--- src/rtl/xy_noc_pkg.sv ---
// Shared constants for the XY mesh switch: port encoding, header layout,
// arbiter FSM state encoding.
package xy_noc_pkg;

   localparam int SEL_W = 3;

   localparam logic [SEL_W-1:0] PORT_N_IDX = 3'd0;
   localparam logic [SEL_W-1:0] PORT_E_IDX = 3'd1;
   localparam logic [SEL_W-1:0] PORT_S_IDX = 3'd2;
   localparam logic [SEL_W-1:0] PORT_W_IDX = 3'd3;
   localparam logic [SEL_W-1:0] PORT_L_IDX = 3'd4;

   localparam int HDR_Y_LSB = 0;

   // dst_x sits directly above dst_y in the head word
   function automatic int hdr_x_lsb(input int coord_w);
      return coord_w;
   endfunction

   typedef enum logic {
      ST_IDLE = 1'b0,
      ST_LOCK = 1'b1
   } arb_state_e;

endpackage

--- src/rtl/xy_route_arbiter_if.sv ---
// Handshake bundle between the switch control unit (master) and the
// route/arbiter block (slave).
interface xy_route_arbiter_if #(
   parameter int PORT_N = 5,
   parameter int DATA_W = 8,
   parameter int SEL_W  = $clog2(PORT_N)
);
   logic [PORT_N-1:0]        vld_input_i;
   logic [PORT_N*DATA_W-1:0] data_i;
   logic [PORT_N-1:0]        wr_en_i;
   logic [SEL_W-1:0]         mux_in_sel_o;
   logic [SEL_W-1:0]         mux_out_sel_o;
   logic                     grant_vld_o;
   logic                     locked_o;

   modport master (
      output vld_input_i, data_i, wr_en_i,
      input  mux_in_sel_o, mux_out_sel_o, grant_vld_o, locked_o
   );

   modport slave (
      input  vld_input_i, data_i, wr_en_i,
      output mux_in_sel_o, mux_out_sel_o, grant_vld_o, locked_o
   );
endinterface

--- src/rtl/xy_route_calc.sv ---
// Combinational XY (X first) output-port computation for one head word.
import xy_noc_pkg::*;

module xy_route_calc #(
   parameter int COORD_W  = 2,
   parameter int ROUTER_X = 0,
   parameter int ROUTER_Y = 0
) (
   input  logic [COORD_W-1:0] i_dst_x,
   input  logic [COORD_W-1:0] i_dst_y,
   output logic [SEL_W-1:0]   o_port
);
   localparam logic [COORD_W-1:0] RX = COORD_W'(ROUTER_X);
   localparam logic [COORD_W-1:0] RY = COORD_W'(ROUTER_Y);

   // "!=" after ">" stands in for "<" so a zero coordinate stays lint-clean
   always_comb begin
      o_port = PORT_L_IDX;
      if (i_dst_x > RX)
         o_port = PORT_E_IDX;
      else if (i_dst_x != RX)
         o_port = PORT_W_IDX;
      else if (i_dst_y > RY)
         o_port = PORT_N_IDX;
      else if (i_dst_y != RY)
         o_port = PORT_S_IDX;
   end
endmodule

--- src/rtl/xy_route_arbiter.sv ---
// Round-robin input arbiter with XY routing for the mesh switch.
// Optional LOCK timeout enabled by defining XY_ARB_TIMEOUT_EN.
import xy_noc_pkg::*;

module xy_route_arbiter #(
   parameter int PORT_N   = 5,
   parameter int DATA_W   = 8,
   parameter int COORD_W  = 2,
   parameter int ROUTER_X = 0,
   parameter int ROUTER_Y = 0,
   parameter int TIMEOUT  = 15
) (
   input  logic                clk_i,
   input  logic                rst_i,
   xy_route_arbiter_if.slave   bus
);
   localparam int X_LSB = hdr_x_lsb(COORD_W);

   arb_state_e       r_state, w_state_n;
   logic [SEL_W-1:0] r_ptr, w_ptr_n;
   logic [SEL_W-1:0] r_sel_in, w_sel_in_n;
   logic [SEL_W-1:0] r_sel_out, w_sel_out_n;
   logic [SEL_W-1:0] w_route [PORT_N];
   logic [SEL_W-1:0] w_win, w_cand, w_win_route;
   logic [SEL_W-1:0] w_mux_in, w_mux_out;
   logic             w_any, w_grant;
   logic             w_unused;

   assign w_unused = ^bus.data_i;

   for (genvar p = 0; p < PORT_N; p++) begin : g_port
      xy_route_calc #(
         .COORD_W (COORD_W),
         .ROUTER_X(ROUTER_X),
         .ROUTER_Y(ROUTER_Y)
      ) u_calc (
         .i_dst_x(bus.data_i[p*DATA_W+X_LSB +: COORD_W]),
         .i_dst_y(bus.data_i[p*DATA_W+HDR_Y_LSB +: COORD_W]),
         .o_port (w_route[p])
      );
   end

   // Scan from the far end so the nearest port after r_ptr wins last
   always_comb begin
      w_win  = '0;
      w_cand = '0;
      for (int k = PORT_N; k >= 1; k--) begin
         w_cand = SEL_W'((int'(r_ptr) + k) % PORT_N);
         if (bus.vld_input_i[w_cand])
            w_win = w_cand;
      end
   end

   assign w_any       = |bus.vld_input_i;
   assign w_win_route = w_route[w_win];

`ifdef XY_ARB_TIMEOUT_EN
   localparam int CNT_W = $clog2(TIMEOUT + 1);
   logic [CNT_W-1:0] r_cnt;
   logic             w_tmo;

   always_ff @(posedge clk_i or posedge rst_i) begin
      if (rst_i)
         r_cnt <= '0;
      else if (r_state == ST_LOCK)
         r_cnt <= r_cnt + 1'b1;
      else
         r_cnt <= '0;
   end

   // Leave after exactly TIMEOUT cycles spent in LOCK
   assign w_tmo = (r_cnt == CNT_W'(TIMEOUT - 1));
`else
   logic w_tmo;
   assign w_tmo = 1'b0;
`endif

   always_comb begin
      w_state_n   = r_state;
      w_ptr_n     = r_ptr;
      w_sel_in_n  = r_sel_in;
      w_sel_out_n = r_sel_out;
      w_mux_in    = r_sel_in;
      w_mux_out   = r_sel_out;
      w_grant     = 1'b0;
      unique case (r_state)
         ST_IDLE: begin
            if (w_any) begin
               w_mux_in  = w_win;
               w_mux_out = w_win_route;
               w_grant   = 1'b1;
               if (bus.wr_en_i[w_win_route]) begin
                  w_ptr_n = w_win;
               end else begin
                  w_sel_in_n  = w_win;
                  w_sel_out_n = w_win_route;
                  w_state_n   = ST_LOCK;
               end
            end
         end
         ST_LOCK: begin
            w_grant = 1'b1;
            if (bus.wr_en_i[r_sel_out] || w_tmo) begin
               w_ptr_n   = r_sel_in;
               w_state_n = ST_IDLE;
            end
         end
         default: w_state_n = ST_IDLE;
      endcase
   end

   always_ff @(posedge clk_i or posedge rst_i) begin
      if (rst_i) begin
         r_state   <= ST_IDLE;
         r_ptr     <= '0;
         r_sel_in  <= '0;
         r_sel_out <= '0;
      end else begin
         r_state   <= w_state_n;
         r_ptr     <= w_ptr_n;
         r_sel_in  <= w_sel_in_n;
         r_sel_out <= w_sel_out_n;
      end
   end

   assign bus.mux_in_sel_o  = w_mux_in;
   assign bus.mux_out_sel_o = w_mux_out;
   assign bus.grant_vld_o   = w_grant;
   assign bus.locked_o      = (r_state == ST_LOCK);

   // The control unit must hold the granted valid until it writes
   a_hold_vld: assert property (
      @(posedge clk_i) disable iff (rst_i)
      (r_state == ST_LOCK) |-> bus.vld_input_i[r_sel_in]
   ) else $error("granted input dropped its valid while locked");

endmodule

--- src/flat_wrapper.sv ---
// flat-port wrapper written by rule: the top's interface ports become plain ports
module xy_route_arbiter_flat 
#(
   parameter int PORT_N   = 5,
   parameter int DATA_W   = 8,
   parameter int COORD_W  = 2,
   parameter int ROUTER_X = 0,
   parameter int ROUTER_Y = 0,
   parameter int TIMEOUT  = 15
)
  (clk_i, rst_i, bus_vld_input_i, bus_data_i, bus_wr_en_i, bus_mux_in_sel_o, bus_mux_out_sel_o, bus_grant_vld_o, bus_locked_o);
  xy_route_arbiter_if #(.PORT_N(PORT_N), .DATA_W(DATA_W)) bus_i ();
  input  logic clk_i;
  input  logic rst_i;
  input wire logic [$bits(bus_i.vld_input_i)-1:0] bus_vld_input_i;
  input wire logic [$bits(bus_i.data_i)-1:0] bus_data_i;
  input wire logic [$bits(bus_i.wr_en_i)-1:0] bus_wr_en_i;
  output wire logic [$bits(bus_i.mux_in_sel_o)-1:0] bus_mux_in_sel_o;
  output wire logic [$bits(bus_i.mux_out_sel_o)-1:0] bus_mux_out_sel_o;
  output wire logic [$bits(bus_i.grant_vld_o)-1:0] bus_grant_vld_o;
  output wire logic [$bits(bus_i.locked_o)-1:0] bus_locked_o;
  assign bus_i.vld_input_i = bus_vld_input_i;
  assign bus_i.data_i = bus_data_i;
  assign bus_i.wr_en_i = bus_wr_en_i;
  assign bus_mux_in_sel_o = bus_i.mux_in_sel_o;
  assign bus_mux_out_sel_o = bus_i.mux_out_sel_o;
  assign bus_grant_vld_o = bus_i.grant_vld_o;
  assign bus_locked_o = bus_i.locked_o;
  xy_route_arbiter #(.PORT_N(PORT_N), .DATA_W(DATA_W), .COORD_W(COORD_W), .ROUTER_X(ROUTER_X), .ROUTER_Y(ROUTER_Y), .TIMEOUT(TIMEOUT)) u_core (.clk_i(clk_i), .rst_i(rst_i), .bus(bus_i));
endmodule
--- config.mk ---
export PLATFORM = sky130hd
export DESIGN_NAME = xy_route_arbiter_flat
export DESIGN_NICKNAME = d
export VERILOG_FILES = /design/src/rtl/xy_noc_pkg.sv /design/src/rtl/xy_route_arbiter_if.sv /design/src/rtl/xy_route_calc.sv /design/src/rtl/xy_route_arbiter.sv /design/src/flat_wrapper.sv
export SDC_FILE = /design/constraint.sdc
export NUM_CORES = 1
export LEC_CHECK = 0
export CORE_ASPECT_RATIO = 0.8
export CORE_MARGIN = 2
export CORE_UTILIZATION = 45
export DETAILED_ROUTE_END_ITERATION = 7
export HOLD_SLACK_MARGIN = 0.08
export PLACE_DENSITY = 0.74
export SYNTH_ARGS = -nofsm -noshare
export SYNTH_HDL_FRONTEND = slang
export SYNTH_HIERARCHICAL = 1
export SYNTH_SLANG_ARGS = --single-unit
--- constraint.sdc ---
create_clock -name clk_i -period 7.1 [get_ports clk_i]
set_input_delay 2.13 -clock clk_i [delete_from_list [all_inputs] [get_ports clk_i]]
set_output_delay 2.13 -clock clk_i [all_outputs]
set_load 0.01 [all_outputs]
# After elaboration in Yosys (flattened, before gate mapping)
# Index checks and enable logic that the tools add are counted.
totals:
  elab_cells: 107
  latchBits: 0
  ramBits: 0
  register_bits: 10
  memories: 0
  rom_bits: 0
  in_bits: 52
op_classes:
  n_eq_ne: 3
  bitwise_logic: 3
  n_reduce_logical: 13
  n_mux: 56
  n_div: 5
  n_shift: 0
  mul: 0
  add_sub_neg: 5
  magnitude_cmp: 18
ops:
  columns: ["op", "count"]
  rows:
  - ["$mod A32 B4 Y32 const B", 5]
  - ["$mux W3", 34]
  - ["$lt A3 B4 Y1 const B", 7]
  - ["$bmux W1 S3", 7]
  - ["$gt A2 B1 Y1 const B", 10]
  - ["$reduce_bool A2 Y1", 10]
  - ["$mux W1", 11]
  - ["$bmux W3 S3", 1]
  - ["$add A3 B2 Y4 const B", 2]
  - ["$add A3 B3 Y4 const B", 2]
  - ["$pmux W3 S2", 1]
  - ["$reduce_and A3 Y1", 2]
  - ["$reduce_or A5 Y1", 1]
  - ["$add A3 B1 Y4 const B", 1]
  - ["$ge A4 B4 Y1 const B", 1]
  - ["$ne A2 B1 Y1 const B", 2]
  - ["$not A3 Y4", 1]
  - ["$pmux W1 S2", 2]
  - ["$ne A2 B2 Y1 const B", 1]
  - ["$not A1 Y1", 2]

# Longest topological paths before layout
# Gate-level depths: netlist of the first run.
logic_depth:
  ltp_word: 18
  depth_mapped: 26
  mapped_depth_nobuf: 23

# Hierarchy
# The synthesis of the first run kept the hierarchy.
by_module_without_submodules:
  columns: ["module", "area_each_um2", "cells_each", "n_inst", "seq_area_each_um2"]
  rows:
  - ["xy_route_arbiter", 2971.6, 398, 1, 250.2]
  - ["xy_route_calc", 30.0, 4, 5, 0.0]

# Worst setup path before layout of the first run
# Ideal clock, no wire load.
synth_path:
  path_kind: "flip-flop to output port"
  startpoint: "reg u_core.r_ptr[1]"
  endpoint: "out bus_mux_out_sel_o[2]"
  path_stages_with_launch: 23
  arrival_ns: 5.035
  slack_ns: -0.065
  t_required_ns: 4.970
  path_buffers: 2
  cell_sequence: "dfrtp_1 clkbuf_1 inv_1 ha_1 buf_2 xnor2_2 inv_2 ha_1 or2_2 o211ai_2 nand2_1 ha_1 nand2b_1 o2111ai_1 o211ai_2 mux2_2 and3_1 a2111o_1 a31o_1 or2_2 o221ai_2 nand2_1 nand2_1"
synth_via:
  elab_chain_cells: 15
synth_lines:
  columns: ["item", "line", "source"]
  rows:
  - ["from (decl)", "xy_route_arbiter.sv:20", "logic [SEL_W-1:0] r_ptr, w_ptr_n;"]
  - ["from (signal assigned)", "xy_route_arbiter.sv:120", "r_ptr <= w_ptr_n;"]
  - ["$add A3 B3 Y4", "xy_route_arbiter.sv:48", "w_cand = SEL_W'((int'(r_ptr) + k) % PORT_N);"]
  - ["$mod A32 B4 Y32", "xy_route_arbiter.sv:48", null]
  - ["$bmux W1 S3", "xy_route_arbiter.sv:49", "if (bus.vld_input_i[w_cand])"]
  - ["$mux W1 (not written as such)", "xy_route_arbiter.sv:49", null]
  - ["$mux W3 (4 in a row)", "xy_route_arbiter.sv:49", null]
  - ["$mux W3 (*)", "xy_route_arbiter.sv:49", null]
  - ["$not A3 Y4 (not written as such) (*)", "xy_route_arbiter.sv:55", "assign w_win_route = w_route[w_win];"]
  - ["$bmux W3 S3 (*)", "xy_route_arbiter.sv:55", null]
  - ["$mux W3 (not written as such) (*) (2 in a row)", "xy_route_arbiter.sv:55", null]
  - ["$mux W3 (*)", "xy_route_arbiter.sv:88", "if (w_any) begin"]
  - ["$mux W3 (*)", "xy_route_arbiter.sv:86", "unique case (r_state)"]
  - ["to (decl)", "flat_wrapper.sv:19", "output wire logic [$bits(bus_i.mux_out_sel_o)-1:0] bus_mux_out_sel_o;"]
# Every way passes the cells marked *; elsewhere a longest branch is shown, timed or not. The select of a mux whose other input is x is not followed.

# Final worst setup path of the first run
layout_path:
  startpoint: "in bus_vld_input_i[1]"
  endpoint: "out bus_mux_out_sel_o[0]"
layout_via:
  elab_chain_cells: 13
layout_lines:
  columns: ["item", "line", "source"]
  rows:
  - ["from (decl)", "flat_wrapper.sv:15", "input wire logic [$bits(bus_i.vld_input_i)-1:0] bus_vld_input_i;"]
  - ["$bmux W1 S3", "xy_route_arbiter.sv:49", null]
  - ["$mux W1 (not written as such)", "xy_route_arbiter.sv:49", null]
  - ["$mux W3 (5 in a row)", "xy_route_arbiter.sv:49", null]
  - ["$not A3 Y4 (not written as such)", "xy_route_arbiter.sv:55", null]
  - ["$bmux W3 S3", "xy_route_arbiter.sv:55", null]
  - ["$mux W3 (not written as such) (2 in a row)", "xy_route_arbiter.sv:55", null]
  - ["$mux W3 (*)", "xy_route_arbiter.sv:88", null]
  - ["$mux W3 (*)", "xy_route_arbiter.sv:86", null]
# Marks and branches as above.

==> results.yml, run 1 <==
synth:
  synth-main-ff-cell: "dfrtp_1"
  async_flop_share_pct: 100
  synth_cells: 418
  seq_area_frac_synth_pct: 8.02
  synthMuxAreaShare_pct: 7.49
  synth_top_family_by_area: "compound AO/OA/AOI/OAI gates"
  netlist_area_mm2: 0.00312
  yosys.area.top_type: "ha_1"
  ys_ff_latch: 10
  synthTopCellsByArea: "ha_1 10%, dfrtp_1 8.0%, nand2_1 5.2%"
  syn_nets: 496
  synth-compound-area-share_pct: 34.3
  synthAdderAreaFrac_pct: 10.4
  synth.distinct_cells: 92
  synth_top_area_share_pct: 10.4
  yosys_warnings: 6
  synth-edff-count: 0
  yosys.area_share.simple_pct: 29.2
  syn_avg_cell_area_um2: 7.47
  synth_xor_area_share_pct: 2.44
cts:
  insertion_delay_ns: 0.25
  clkTransAtPathRegs_ns: 0.05
  cts_buffers: 3
  ctsHoldBuffers: 0
  cts-root-buf: "clkbuf_8"
  cts_tree: "yes"
  clkSinkCount: 10
  htreeDepth: 1
  clockBufferDepth: 2
finish:
  diodes: 0
  synthToLayoutAreaGrowth_pct: 36.7
  drive_above_1_share_pct: 29.1
  nNetsFinal: 588
  fin_util_pct: 62.8
  stdcell_count: 596
job:
  maxCapViolCount: 0
die:
  fp.coreArea_mm2: 0.00679
  fp.dieW_um: 97.1
  initial_core_util_pct: 46.0
  ios: 60
  die_h_um: 78.5
  die_area_mm2: 0.00762
  rows: 27
sta:
  period_share_pct: 98.2
  finalCriticalPeriod_ns: 6.97
  worst_pin_slew_ns: 0.640
  hold_viol: 0
  rsz0062_at_grt: "no"
  timing.fmax_mhz: 143
  maxSlewViolCount: 0
  slew_headroom_pct: 57.2
  fin_worst_skew_ns: 0.00950
  holdWs_ns: 0.545
  setup_viol: 0
  fin_setup_tns_ns: 0
global_routing:
  grt_pass1_vias: 3321
  grt_usage_pct: 24.4
  grt_max_degree: 35
  antenna_found_initial: 0
  overflow: 0
  grt_first_pass_wirelength_um: 15800
place:
  place_congestion: 0.893
  dpl.hpwl_um: 7250
  place_inst: 578
  portBuffers: 39
worst_setup_path:
  r2r-end: "u_core/r_sel_in[0]$_DFFE_PP0P_"
  reg2regPathDepth: 27
  worst-path-max-fanout: 4
  crit_type: "in2out"
  reg2reg_slack_ns: 1.47
  setup.worst_path.start_class: "input pin"
  required_ns: 4.97
  arrival_ns: 4.84
  critPathCaptureType: "primary output"
  r2r-start: "u_core/r_ptr[1]$_DFFE_PP0P_"
route:
  routed-via-count: 3586
  wl_per_cell_um: 16.0
  viasPerCell: 6.02
  wirelength_um: 9530
  postRouteAntennaNets: 0
  route.detailed.drc: 0
  drtIter0Drc: 243
  firstDrtPassIters: 5
hold_path:
  worstHoldStart: "u_core/r_sel_in[2]$_DFFE_PP0P_"
  hold_path_depth: 1
  hold_path_class: "reg2reg"
  min_to: "u_core/r_sel_in[2]$_DFFE_PP0P_"
run_status:
  outcome: "complete, no violations"
[worst max-delay path by stage]
| stage | from | endpoint | cells after the start |
|---|---|---|---|
| global placement | bus_vld_input_i[3] | bus_mux_out_sel_o[0] | 12 |
| global route | bus_vld_input_i[1] | bus_mux_out_sel_o[2] | 13 |
| detailed placement | bus_vld_input_i[3] | bus_mux_out_sel_o[2] | 12 |
| CTS | u_core/r_ptr[0]$_DFFE_PP0P_ | bus_mux_out_sel_o[0] | 24 |
| floorplan | u_core/r_ptr[0]$_DFFE_PP0P_ | bus_mux_out_sel_o[2] | 21 |
| finish | bus_vld_input_i[1] | bus_mux_out_sel_o[0] | 14 |
[metal layers]
layer | GRT usage, % | up-vias | part of all wire [%]
met5 | 0 | - | 0
met4 | 2.25 | 0 | 0.60
met3 | 4.10 | 8 | 7.0
met2 | 39.5 | 123 | 45
met1 | 35.2 | 1692 | 47
li1 | - | 1763 | -
[logic make-up (layout without fill, tap and decap cells)]
group           after synthesis  count (layout)
mux                          21              21
compound gates              136             136
simple gates                163             163
xor+xnor                      7               7
buf+inv                      50             141
fa+ha+maj                    26              26
other cells                   5               5
flops                        10              10
[through the flow]
step	worst slack [ns]	area, µm²
5_1_grt	0.0260	4270
3_3_place_gp	-0.502	3920
6_report	0.128	4270
4_1_cts	0.0417	4180
3_5_place_dp	-0.538	3920
2_1_floorplan	0.0633	3120
[layout make-up]
| class | count | area, µm² |
|---|---|---|
| inverter | 27 | 101 |
| tap | 87 | 109 |
| clock buffer | 4 | 55.1 |
| multi-input combinational | 358 | 2840 |
| sequential | 10 | 250 |
| timing repair buffer | 110 | 915 |
| fill | 600 | 2520 |
[synthesized netlist by cell type (4+ instances only)]
| library cell | n |
|---|---|
| o21a_1 | 5 |
| and2_1 | 6 |
| nand2_1 | 43 |
| o22ai_1 | 4 |
| clkbuf_1 | 8 |
| or2_1 | 5 |
| ha_1 | 26 |
| o21ai_0 | 19 |
| nor3_1 | 5 |
| inv_1 | 24 |
| buf_2 | 6 |
| nand3_1 | 15 |
| mux2i_1 | 13 |
| o211ai_1 | 7 |
| dfrtp_1 | 10 |
| nand2b_1 | 12 |
| a211oi_1 | 8 |
| nor2_1 | 23 |
| or2_2 | 5 |
| xnor2_1 | 4 |
| nor3b_1 | 5 |
| mux2_2 | 6 |
| a21oi_1 | 19 |
| o2111ai_1 | 6 |
| nor4_1 | 6 |
| buf_4 | 6 |
| conb_1 | 5 |
| a31oi_1 | 4 |
| nor4_2 | 5 |
| nor2b_1 | 7 |
[registers in the layout, indices dropped and copies added, names as in the netlist]
name,cells
u_core/bus.locked_o,1
u_core/r_sel_out,3
u_core/r_sel_in,3
u_core/r_ptr,3
[worst max-delay path, cell delays in order]
cell           delay [ns]
dlygate4sd2_1        0.29
buf_4                0.16
nor2b_1              0.15
a2111oi_4            0.40
buf_4                0.16
o32a_1               0.16
o2111ai_1            0.11
o2111a_2             0.20
a21o_1               0.24
buf_4                0.16
mux2i_2              0.16
o211a_1              0.23
o21ai_1              0.13
clkbuf_2             0.15
[cells in the final DEF (no fill, tap or decap), types with 4 or more instances in the layout]
cell | Yosys | layout
and2_1 | 6 | 6
nor2b_1 | 7 | 7
nand2b_1 | 12 | 12
o21a_1 | 5 | 5
mux2_2 | 6 | 6
ha_1 | 26 | 24
nor4_2 | 5 | 6
mux2i_2 | 1 | 6
buf_4 | 6 | 70
a31oi_1 | 4 | 4
conb_1 | 5 | 5
nor4_1 | 6 | 5
a21oi_2 | 3 | 4
o2111ai_1 | 6 | 5
mux2i_1 | 13 | 8
clkdlybuf4s50_1 | 0 | 30
nor2_1 | 23 | 22
nand2_1 | 43 | 42
nor3b_1 | 5 | 5
a211oi_2 | 2 | 4
inv_1 | 24 | 24
a21oi_1 | 19 | 18
o211ai_1 | 7 | 7
dfrtp_1 | 10 | 10
clkbuf_8 | 0 | 4
a211oi_1 | 8 | 6
nand3_1 | 15 | 14
or2_1 | 5 | 5
or2_2 | 5 | 5
o21ai_0 | 19 | 17
[timing repair]
item | CTS | global route
setup buffers | 12 | 2
pin swaps | 10 | 4
setup endpoints to repair | 5 | 5
endpoints found under the hold margin | 0 | 0
gates resized for setup | 30 | 25
cloned | 0 | 0
Power of run 1 is left out: the tool's default activity adds up to more than one toggle a clock period on the data nets, which glitch-free logic cannot reach.
==> run 2: changes to the inputs <==
--- a/config.mk
+++ b/config.mk
@@ -5,9 +5,10 @@
 export SDC_FILE = /design/constraint.sdc
 export NUM_CORES = 1
 export LEC_CHECK = 0
+export CAP_MARGIN = 15
 export CORE_ASPECT_RATIO = 0.8
-export CORE_MARGIN = 2
 export CORE_UTILIZATION = 45
+export CTS_CLUSTER_DIAMETER = 60
 export DETAILED_ROUTE_END_ITERATION = 7
 export HOLD_SLACK_MARGIN = 0.08
 export PLACE_DENSITY = 0.74
==> run 2 against run 1 <==
Against the previous run:
- cell count shrank 1.8%
- utilization grew 1.1 points
- critical endpoint is now bus_mux_out_sel_o[2]
- non-clock buffer count shrank 8
==> results.yml, run 2 (synthesized netlist as in run 1, its figures left out) <==
place:
  portBuffers: 39
  dpl.hpwl_um: 7410
  place_congestion: 0.929
  place_inst: 574
worst_setup_path:
  path_delay_family: "compound AO/OA/AOI/OAI gates"
  crit_chain: "dlygate4sd2_1 > nand2_1 > nor2_1 > a311oi_4 > a311oi_2 > buf_4 > a2111o_1 > a31o_1 > or2_2 > o221ai_4 > nand2_1 > nand2_1 > dlygate4sd2_1"
  worst-path-max-fanout: 4
  cp_slowest_stage_delay_ns: 0.37
  r2r-start: "u_core/r_ptr[0]$_DFFE_PP0P_"
  cp_slowest_cell: "a2111o_1"
  required_ns: 4.97
  critPathBufInv: 3
  cp-startpoint: "bus_vld_input_i[3]"
  crit_top_cell: "nand2_1"
  setup.worst_path.start_class: "input pin"
  crit_type: "in2out"
  critPathCaptureType: "primary output"
  arrival_ns: 4.88
cts:
  htreeDepth: 1
  cts-root-buf: "clkbuf_8"
  cts_buffers: 3
  cts_tree: "yes"
  clkTransAtPathRegs_ns: 0.05
  insertion_delay_ns: 0.24
  clockBufferDepth: 2
  clkSinkCount: 10
route:
  postRouteAntennaNets: 0
  wl_per_cell_um: 16.4
  firstDrtPassIters: 5
  route.detailed.drc: 0
  wirelength_um: 9570
  drtIter0Drc: 250
  routed-via-count: 3534
  viasPerCell: 6.04
global_routing:
  grt_usage_pct: 26.3
  overflow: 0
  grt_first_pass_wirelength_um: 15500
  grt_pass1_vias: 3328
  antenna_found_initial: 0
  grt_max_degree: 39
die:
  die_h_um: 76.5
  ios: 60
  initial_core_util_pct: 47.7
  fp.dieW_um: 95.1
  die_area_mm2: 0.00728
  rows: 26
  fp.coreArea_mm2: 0.00654
finish:
  nNetsFinal: 580
  fin_util_pct: 63.9
  regArea_um2: 250
  multi_input_area_mm2: 0.00282
  stdcell_count: 585
  final_common_cell: "buf_4"
  synthToLayoutAreaGrowth_pct: 33.9
  nFillCells: 585
  diodes: 0
  drive_above_1_share_pct: 27.3
  reg.largest.list: "u_core/r_ptr x3, u_core/r_sel_in x3, u_core/r_sel_out x3"
  final_cell_mix: "62 x buf_4, 42 x nand2_1, 31 x clkdlybuf4s50_1, 24 x inv_1, 23 x ha_1"
sta:
  hold_viol: 0
  fin_setup_tns_ns: 0
  timing.fmax_mhz: 143
  setup_viol: 0
  worst_pin_slew_ns: 0.536
  maxSlewViolCount: 0
  holdWs_ns: 0.554
  fin_worst_skew_ns: 0.00176
  slew_headroom_pct: 63.7
  period_share_pct: 98.8
  finalCriticalPeriod_ns: 7.01
hold_path:
  worstHoldStart: "u_core/r_sel_in[2]$_DFFE_PP0P_"
  hold_path_class: "reg2reg"
job:
  maxCapViolCount: 0
run_status:
  outcome: "complete, no violations"
[run 2: changes by cell type in the layout (fill, tap and decap cells not counted), sizes merged]
cell / before / now
inv: 27 / 26
buf: 71 / 63
clkinv: 0 / 1
clkdlybuf4s50: 30 / 31
clkdlybuf4s15: 1 / 0
[run 2: what timing repair did]
item | CTS | global route
pin swaps | 11 | 8
setup buffers | 4 | 3
setup endpoints to repair | 5 | 5
gates cloned | 0 | 0
hold endpoints to repair | 0 | 0
hold buffers | 0 | 0
gates resized for setup | 27 | 20
[run 2: routing by layer]
metal,routed length (µm),vias up,global-route usage (%)
met5,0,-,0
met4,45,0,3.33
met3,561,6,3.09
met2,4320,113,40.9
met1,4640,1675,39.1
li1,-,1740,-
[run 2: path summary, 6_finish.rpt]
| kind | endpoint | slack, ns | cells after the start |
|---|---|---|---|
| min | u_core/r_sel_in[2]$_DFFE_PP0P_ | 0.55 | 1 |
| max | bus_mux_out_sel_o[2] | 0.09 | 13 |
| max in group asynchronous | u_core/r_sel_in[1]$_DFFE_PP0P_ | 4.67 | 2 |
| min in group asynchronous | u_core/r_sel_out[2]$_DFFE_PP0P_ | 2.16 | 2 |
| max reg2reg | u_core/r_sel_in[0]$_DFFE_PP0P_ | 1.56 | 26 |
| min reg2reg | u_core/r_sel_in[2]$_DFFE_PP0P_ | 0.55 | 1 |
[run 2: area by class of cell]
type / instances / area share [%]
multi-input combinational: 358 / 67.4
sequential: 10 / 5.98
timing repair buffer: 102 / 20.4
clock buffer: 4 / 1.32
tap: 84 / 2.51
inverter: 27 / 2.42
[run 2: metrics by stage]
| stage | setup slack, ns | instance area (µm²) |
|---|---|---|
| after floorplan | 0.0633 | 3120 |
| after global placement | -0.542 | 3910 |
| after detailed placement | -0.570 | 3910 |
| after CTS | 0.00323 | 4110 |
| after global routing | -0.0325 | 4180 |
| final | 0.0858 | 4180 |
Power of run 2 is left out for the same reason.
